## src/rtl/serial_word_loader_pkg.sv

```systemverilog
// Shared types and helpers for the serial word loader.
// Holds the FSM state encoding and the counter width rule used by both counters.
package serial_word_loader_pkg;

    typedef enum logic [1:0] {
        S_IDLE    = 2'd0,
        S_COLLECT = 2'd1,
        S_LOAD    = 2'd2
    } state_t;

    // A counter always needs at least one bit, even when its modulus is 1.
    function automatic int cnt_width(input int modulus);
        return (modulus > 1) ? $clog2(modulus) : 1;
    endfunction

endpackage

```

## src/rtl/serial_word_loader_counter.sv

```systemverilog
// Modulo-MODULUS up counter with synchronous clear.
// Clear takes priority over enable, and tc flags the enabled wrap cycle.
module mod_counter
    import serial_word_loader_pkg::*;
#(
    parameter int MODULUS = 4,
    localparam int CW = cnt_width(MODULUS)
) (
    input  logic          clk,
    input  logic          rst,
    input  logic          clr,
    input  logic          en,
    output logic [CW-1:0] count,
    output logic          tc
);

    localparam logic [CW-1:0] LAST = CW'(MODULUS - 1);

    always_ff @(posedge clk) begin
        if (rst || clr) begin
            count <= '0;
        end else if (en) begin
            count <= (count == LAST) ? '0 : count + 1'b1;
        end
    end

    assign tc = (count == LAST) && en;

endmodule

```

## src/rtl/serial_word_loader.sv

```systemverilog
// Collects an MSB-first serial stream into WIDTH-bit words and strobes each
// finished word into the downstream register; FRAME_WORDS words form one frame.
module serial_word_loader
    import serial_word_loader_pkg::*;
#(
    parameter int WIDTH       = 3,
    parameter int FRAME_WORDS = 4
) (
    input  logic             clk,
    input  logic             rst,
    input  logic             start,
    input  logic             ser_in,
    input  logic             ser_valid,
    output logic             ser_ready,
    output logic [WIDTH-1:0] word_out,
    output logic             ld_out,
    output logic             busy,
    output logic             done
);

    localparam int BCW = cnt_width(WIDTH);
    localparam int WCW = cnt_width(FRAME_WORDS);
    localparam logic [BCW-1:0] BIT_LAST  = BCW'(WIDTH - 1);
    localparam logic [WCW-1:0] WORD_LAST = WCW'(FRAME_WORDS - 1);

    state_t           state;
    state_t           state_next;
    logic [WIDTH-1:0] shift;
    logic [BCW-1:0]   bit_cnt;
    logic [WCW-1:0]   word_cnt;
    logic             bit_tc;
    logic             word_tc;
    logic             frame_start;
    logic             accept;
    logic             last_bit;

    assign frame_start = (state == S_IDLE) && start;
    assign accept      = ser_valid && ser_ready;
    assign last_bit    = accept && (bit_cnt == BIT_LAST);

    mod_counter #(.MODULUS(WIDTH)) u_bit_cnt (
        .clk   (clk),
        .rst   (rst),
        .clr   (frame_start),
        .en    (accept),
        .count (bit_cnt),
        .tc    (bit_tc)
    );

    mod_counter #(.MODULUS(FRAME_WORDS)) u_word_cnt (
        .clk   (clk),
        .rst   (rst),
        .clr   (frame_start),
        .en    (ld_out),
        .count (word_cnt),
        .tc    (word_tc)
    );

    always_ff @(posedge clk) begin
        if (rst) begin
            state <= S_IDLE;
        end else begin
            state <= state_next;
        end
    end

    // The unused encoding 2'd3 falls through to IDLE.
    always_comb begin
        state_next = S_IDLE;
        ser_ready  = 1'b0;
        busy       = 1'b0;
        ld_out     = 1'b0;
        done       = 1'b0;
        case (state)
            S_IDLE: begin
                state_next = start ? S_COLLECT : S_IDLE;
            end
            S_COLLECT: begin
                ser_ready  = 1'b1;
                busy       = 1'b1;
                state_next = bit_tc ? S_LOAD : S_COLLECT;
            end
            S_LOAD: begin
                ld_out     = 1'b1;
                busy       = 1'b1;
                done       = word_tc;
                state_next = (word_cnt == WORD_LAST) ? S_IDLE : S_COLLECT;
            end
            default: begin
                state_next = S_IDLE;
            end
        endcase
    end

    // word_out captures the completed word, including the bit arriving now.
    always_ff @(posedge clk) begin
        if (rst) begin
            shift    <= '0;
            word_out <= '0;
        end else if (frame_start) begin
            shift <= '0;
        end else if (accept) begin
            shift <= {shift[WIDTH-2:0], ser_in};
            if (last_bit) begin
                word_out <= {shift[WIDTH-2:0], ser_in};
            end
        end
    end

endmodule

```

## config.mk

```make
export PLATFORM = sky130hd
export DESIGN_NAME = serial_word_loader
export DESIGN_NICKNAME = d
export VERILOG_FILES = /design/src/rtl/serial_word_loader_pkg.sv /design/src/rtl/serial_word_loader_counter.sv /design/src/rtl/serial_word_loader.sv
export SDC_FILE = /design/constraint.sdc
export NUM_CORES = 1
export LEC_CHECK = 0
export ABC_AREA = 1
export CORE_UTILIZATION = 42
export DETAILED_ROUTE_END_ITERATION = 12
export GPL_ROUTABILITY_DRIVEN = 0
export PLACE_DENSITY = 0.7
export SLEW_MARGIN = 40
export SYNTH_ARGS = -nofsm -noshare
export SYNTH_HDL_FRONTEND = slang
export SYNTH_SLANG_ARGS = --single-unit
```

## constraint.sdc

```tcl
create_clock -name clk -period 1.1 [get_ports clk]
set_input_delay 0.165 -clock clk [delete_from_list [all_inputs] [get_ports clk]]
set_output_delay 0.165 -clock clk [all_outputs]
set_load 0.01 [all_outputs]
```

**Word-level counts from Yosys, hierarchy flattened**

Index checks and enable logic that the tools add are counted.

- Add/sub/neg operators: 2
- $mul: 0
- Div/mod/pow operators: 0
- Order comparisons: 0
- Equal/unequal tests: 4
- Shift operators: 0
- Muxes and demuxes: 10
- Bitwise gates (word level): 1
- Reductions and logical operators: 9

Operators by type and width:

| cell | number |
|---|---|
| 2-bit equality test, second input constant | 3 |
| 1-bit 2-to-1 mux | 6 |
| 2-bit 2-to-1 mux | 3 |
| 2-bit case mux with 3 select lines | 1 |
| 2-bit by 1-bit adder with 2-bit output, second input constant | 2 |
| 1-bit logical AND | 4 |
| 2-bit OR reduction | 2 |
| 3-bit AND reduction | 1 |
| 2-bit by 1-bit equality test with 1-bit output, second input constant | 1 |
| 2-bit zero test | 1 |
| 1-bit logical OR | 1 |
| 1-bit inverter | 1 |

- Register bits: 11
- Bits in latches: 0
- RAM bits: 0
- ROM bits: 0
- Input port bits: 5
- Output and inout bits: 7
- Logic and storage cells: 31
- Memories: 0

**Depth between registers and ports, before layout**

- Word-level depth: 6
- Mapped depth: 8
- Mapped depth without buffers: 8

**Hierarchy**

A second synthesis with hierarchy kept.

- Cell total of the unflattened synthesis: 87
- Area, all modules: 624.3 um2

Modules (own cells, without submodules):

| module | times used | cells an instance | area an instance (um2) |
|---|---|---|---|
| serial_word_loader | 1 | 57 | 427.9 |
| mod_counter (u_word_cnt) | 1 | 16 | 105.1 |
| mod_counter (u_bit_cnt) | 1 | 14 | 91.3 |

**Least setup slack after synthesis**

OpenSTA, ideal clock, no wires.

- Path type: register -> register
- Start point: register state[1]
- End point: register word_out[0]
- Data arrival time: 1.035 ns
- Required time: 0.990 ns
- Setup slack: -0.044 ns
- Stages on the path, launching flop included: 8
- Clock period less this slack: 1.144 ns
- Cell sequence: dfxtp_1 inv_1 ha_1 nand2_4 nor2_2 nand3_1 nand2_1 nor2_1

- Cells in the longest elaborated chain, start to end: 5

RTL lines:

| element | line | RTL |
|---|---|---|
| start: declaration | serial_word_loader.sv:26 | `state_t state;` |
| start signal: assignment | serial_word_loader.sv:63 | `state <= state_next;` |
| 2-bit by 1-bit equality test with 1-bit output * | serial_word_loader.sv:74 | `case (state)` |
| 1-bit 2-to-1 mux * | serial_word_loader.sv:74 |  |
| named net ser_ready | serial_word_loader.sv:14 | `output logic ser_ready,` |
| 1-bit logical AND * | serial_word_loader.sv:38 | `assign accept = ser_valid && ser_ready;` |
| 1-bit logical AND | serial_word_loader.sv:39 | `assign last_bit = accept && (bit_cnt == BIT_LAST);` |
| 3-bit AND reduction (no line) * | -- |  |
| end signal: assignment | serial_word_loader.sv:105 | `word_out <= {shift[WIDTH-2:0], ser_in};` |
| end: declaration | serial_word_loader.sv:15 | `output logic [WIDTH-1:0] word_out,` |

Mark *: on every way through the listed nets, which the timed path passes. The rest lies on a longest branch.
A chain may end at the register's enable or synchronous reset.

**Final worst setup path**

- Start point: register state[1]
- End point: output busy

- Cells in the longest elaborated chain, start to end: 3

RTL lines:

| element | line | RTL |
|---|---|---|
| 2-bit equality test / 2-bit by 1-bit equality test with 1-bit output (equally long branches) | serial_word_loader.sv:74 |  |
| 2-bit OR reduction (no line) * | -- |  |
| 1-bit 2-to-1 mux * | serial_word_loader.sv:74 |  |
| end: declaration | serial_word_loader.sv:17 | `output logic busy,` |

Mark *: on every way between the ends. The rest lies on a longest branch, timed or not.

==> results.cfg <==
[outcome]
status = finished with violations
violations = setup timing

[layout]
fin_cells = 115
diodes = 0
post-route-util = 0.776
syn_to_final_growth_pct = 60.3
drive_gt1_frac = 0.446
fin_nets = 112
nFillCells = 87

[sta]
final.setup.tns_ns = -0.830
hold_violations = 0
slew-limit-headroom = 0.841
period_minus_slack_ns = 1.22
slew_viol_final = 0
rsz0062_at_grt = yes
tightest_slew_ns = 0.239
fmax_ghz = 0.821
fin_ws_ns = -0.118
fin_skew_ns = 0.00503
setup_viol = 12
finalCritPeriodShare = 1.11

[synth]
syn_area_um2 = 574
synth_cell_type_count = 18
mappedNetlistNets = 86
avgSynthCellArea_um2 = 7.56
synth_top_area_cell = dfxtp_1
ys.flop_type = dfxtp_1
synth.most_common_cell = inv_1
yosysSeqAreaShare = 0.383
synth_top_cell_area_share = 0.383
ys_ff_latch = 11
synthTopCellsByArea = dfxtp_1, inv_1, ha_1
ys_warn_count = 0
synth_edf_count = 0
synthArstFlopShare = 0
synthTopCellsByCount = inv_1, nand2_1, dfxtp_1, a21oi_1, nor2_1
syn_inst = 76

[setup_path]
endpoint_kind = output port
startpoint_type = flip-flop
crit_start = state[1]
cp.buffers_inverters = 2
criticalPathCategory = reg -> out
cp_cell_sequence = inv_4 -> ha_4 -> buf_6
crit_arrival_ns = 1.05
crit_fanout = 3
timing.rr.start = state[0]
crit_family = flip-flops
crit_path_top_delay_cell = dfxtp_4
worstPathRequired_ns = 0.94
cpPeakStageDelay_ns = 0.38

[floorplanning]
die_h_um = 39.0
coreArea_um2 = 1190
fp-row-count = 12
die_width_um = 39.0
ios = 12
initial_core_util = 0.484
die_area_um2 = 1520

[clock_network]
cts_hold_buf = 0
clock_sinks = 11
root_buffer = clkbuf_4
clock_latency_ns = 0.28
cts_tree = yes
cts.path.max_buffers = 2
clk_pin_slew_worst_paths_ns = 0.06
cts_buffers = 3
htreeDepth = 1

[global_routing]
antenna_found_initial = 0
grt_max_degree = 8
gr-total-overflow = 0
grt_pass1_vias = 477
grt_pass1_wl_mm = 1.90
grtUsageTotal = 0.203

[drt]
dr.pass1.iters = 4
first_iter_violations = 14
drcViolationCount = 0
routed_wirelength_mm = 1.24
ant_nets = 0
routedWlPerCell_um = 10.7
vias = 534
avgViaCountPerCell = 4.64

[pwr]
sequentialPowerShare = 0.474
power_density_nw_per_um2 = 955
combPwrFrac = 0.207
clkPwrFrac = 0.319
p_sw_frac = 0.273
max-vdd-ir-drop_v = 0.000966
power.leakage_nw = 0.416
internal_power_mw = 0.639
p_switching_mw = 0.240

[place]
placed_cells = 109
hpwl_um = 854
dp_slack_ns = -0.289
io_buffers = 11

[worst_hold_path]
hold_class = reg -> reg
min-delay-start = shift[1]

[job]
cap_violations = 0
[worst paths after layout]
| path | cells past startpoint | endpoint | slack, ns |
|---|---|---|---|
| min reg2reg | 2 | shift[1] | 0.47 |
| max reg2reg | 9 | word_out[0] | -0.10 |
| max | 3 | busy | -0.12 |
| min | 2 | shift[1] | 0.47 |
[timing repair]
action | 4_1_cts | 5_1_grt
setup endpoints to repair | 18 | 14
resized for setup | 40 | 20
setup buffers | 3 | 0
pin swaps | 4 | 5
endpoints found under the hold margin | 0 | 0
[layer usage]
| layer | vias up | global-route usage | part of all wire |
|---|---|---|---|
| met2 | 11 | 0.346 | 0.52 |
| met3 | 5 | 0.104 | 0.048 |
| met4 | 0 | 0.103 | 0.023 |
| met1 | 235 | 0.196 | 0.40 |
| li1 | 283 | - | - |
| met5 | - | 0 | 0 |
[cells in the final DEF, fill, tap and decap left out, types with 3 or more instances in the layout]
cell and instances:
nand2_1 9, clkdlybuf4s50_1 4, nand2_2 3, buf_6 6
dlygate4sd2_1 3, nor2_1 5, dfxtp_1 9, clkbuf_4 3
a21oi_1 5, ha_4 3, inv_2 4, nand3_1 3
inv_1 12, buf_4 7
[cell families (layout without fill, tap and decap cells)]
logic type,Yosys count,in the layout,share of synthesized area
buf+inv,19,44,0.129
compound gates,13,13,0.122
simple gates,28,28,0.257
flops,11,11,0.383
fa+ha+maj,5,5,0.109
[metrics by stage]
stage	cell area (µm²)	hold slack, ns	total power [mW]
floorplan	577	0.334	0.492
global placement	764	0.449	0.550
detailed placement	764	0.449	0.554
CTS	878	0.459	0.879
global route	921	0.497	0.924
finish	921	0.466	0.879
[power by group through the flow]
stage               Combinational (mW)  Sequential, mW  Clock (mW)
finish                           0.182           0.417       0.280
global route                     0.199           0.418       0.307
CTS                              0.171           0.418       0.290
detailed placement               0.129           0.425           0
global placement                 0.126           0.424           0
floorplan                       0.0675           0.424           0
[worst reg2reg max path, cell delays in order (launching register included)]
cell and delay (ns):
dfxtp_4 0.36, buf_6 0.12, ha_4 0.15, buf_6 0.12
nand2_8 0.09, inv_8 0.05, nand3_4 0.09, nand2_1 0.05
inv_1 0.05, nor2_1 0.03
[flip-flops by register name, indices dropped and copies added, names as in the netlist]
register	flops
word_out	3
u_word_cnt.count	2
shift	2
state	2
u_bit_cnt.count	2
[final cells by class]
class	count	area (µm²)	share of cell area
clock buffer	4	26.3	0.0285
inverter	19	83.8	0.0910
multi-input combinational	46	374	0.406
sequential	11	228	0.247
tap	14	17.5	0.0190
timing repair buffer	21	191	0.208
No activity file was read; power rests on OpenSTA's default activity.
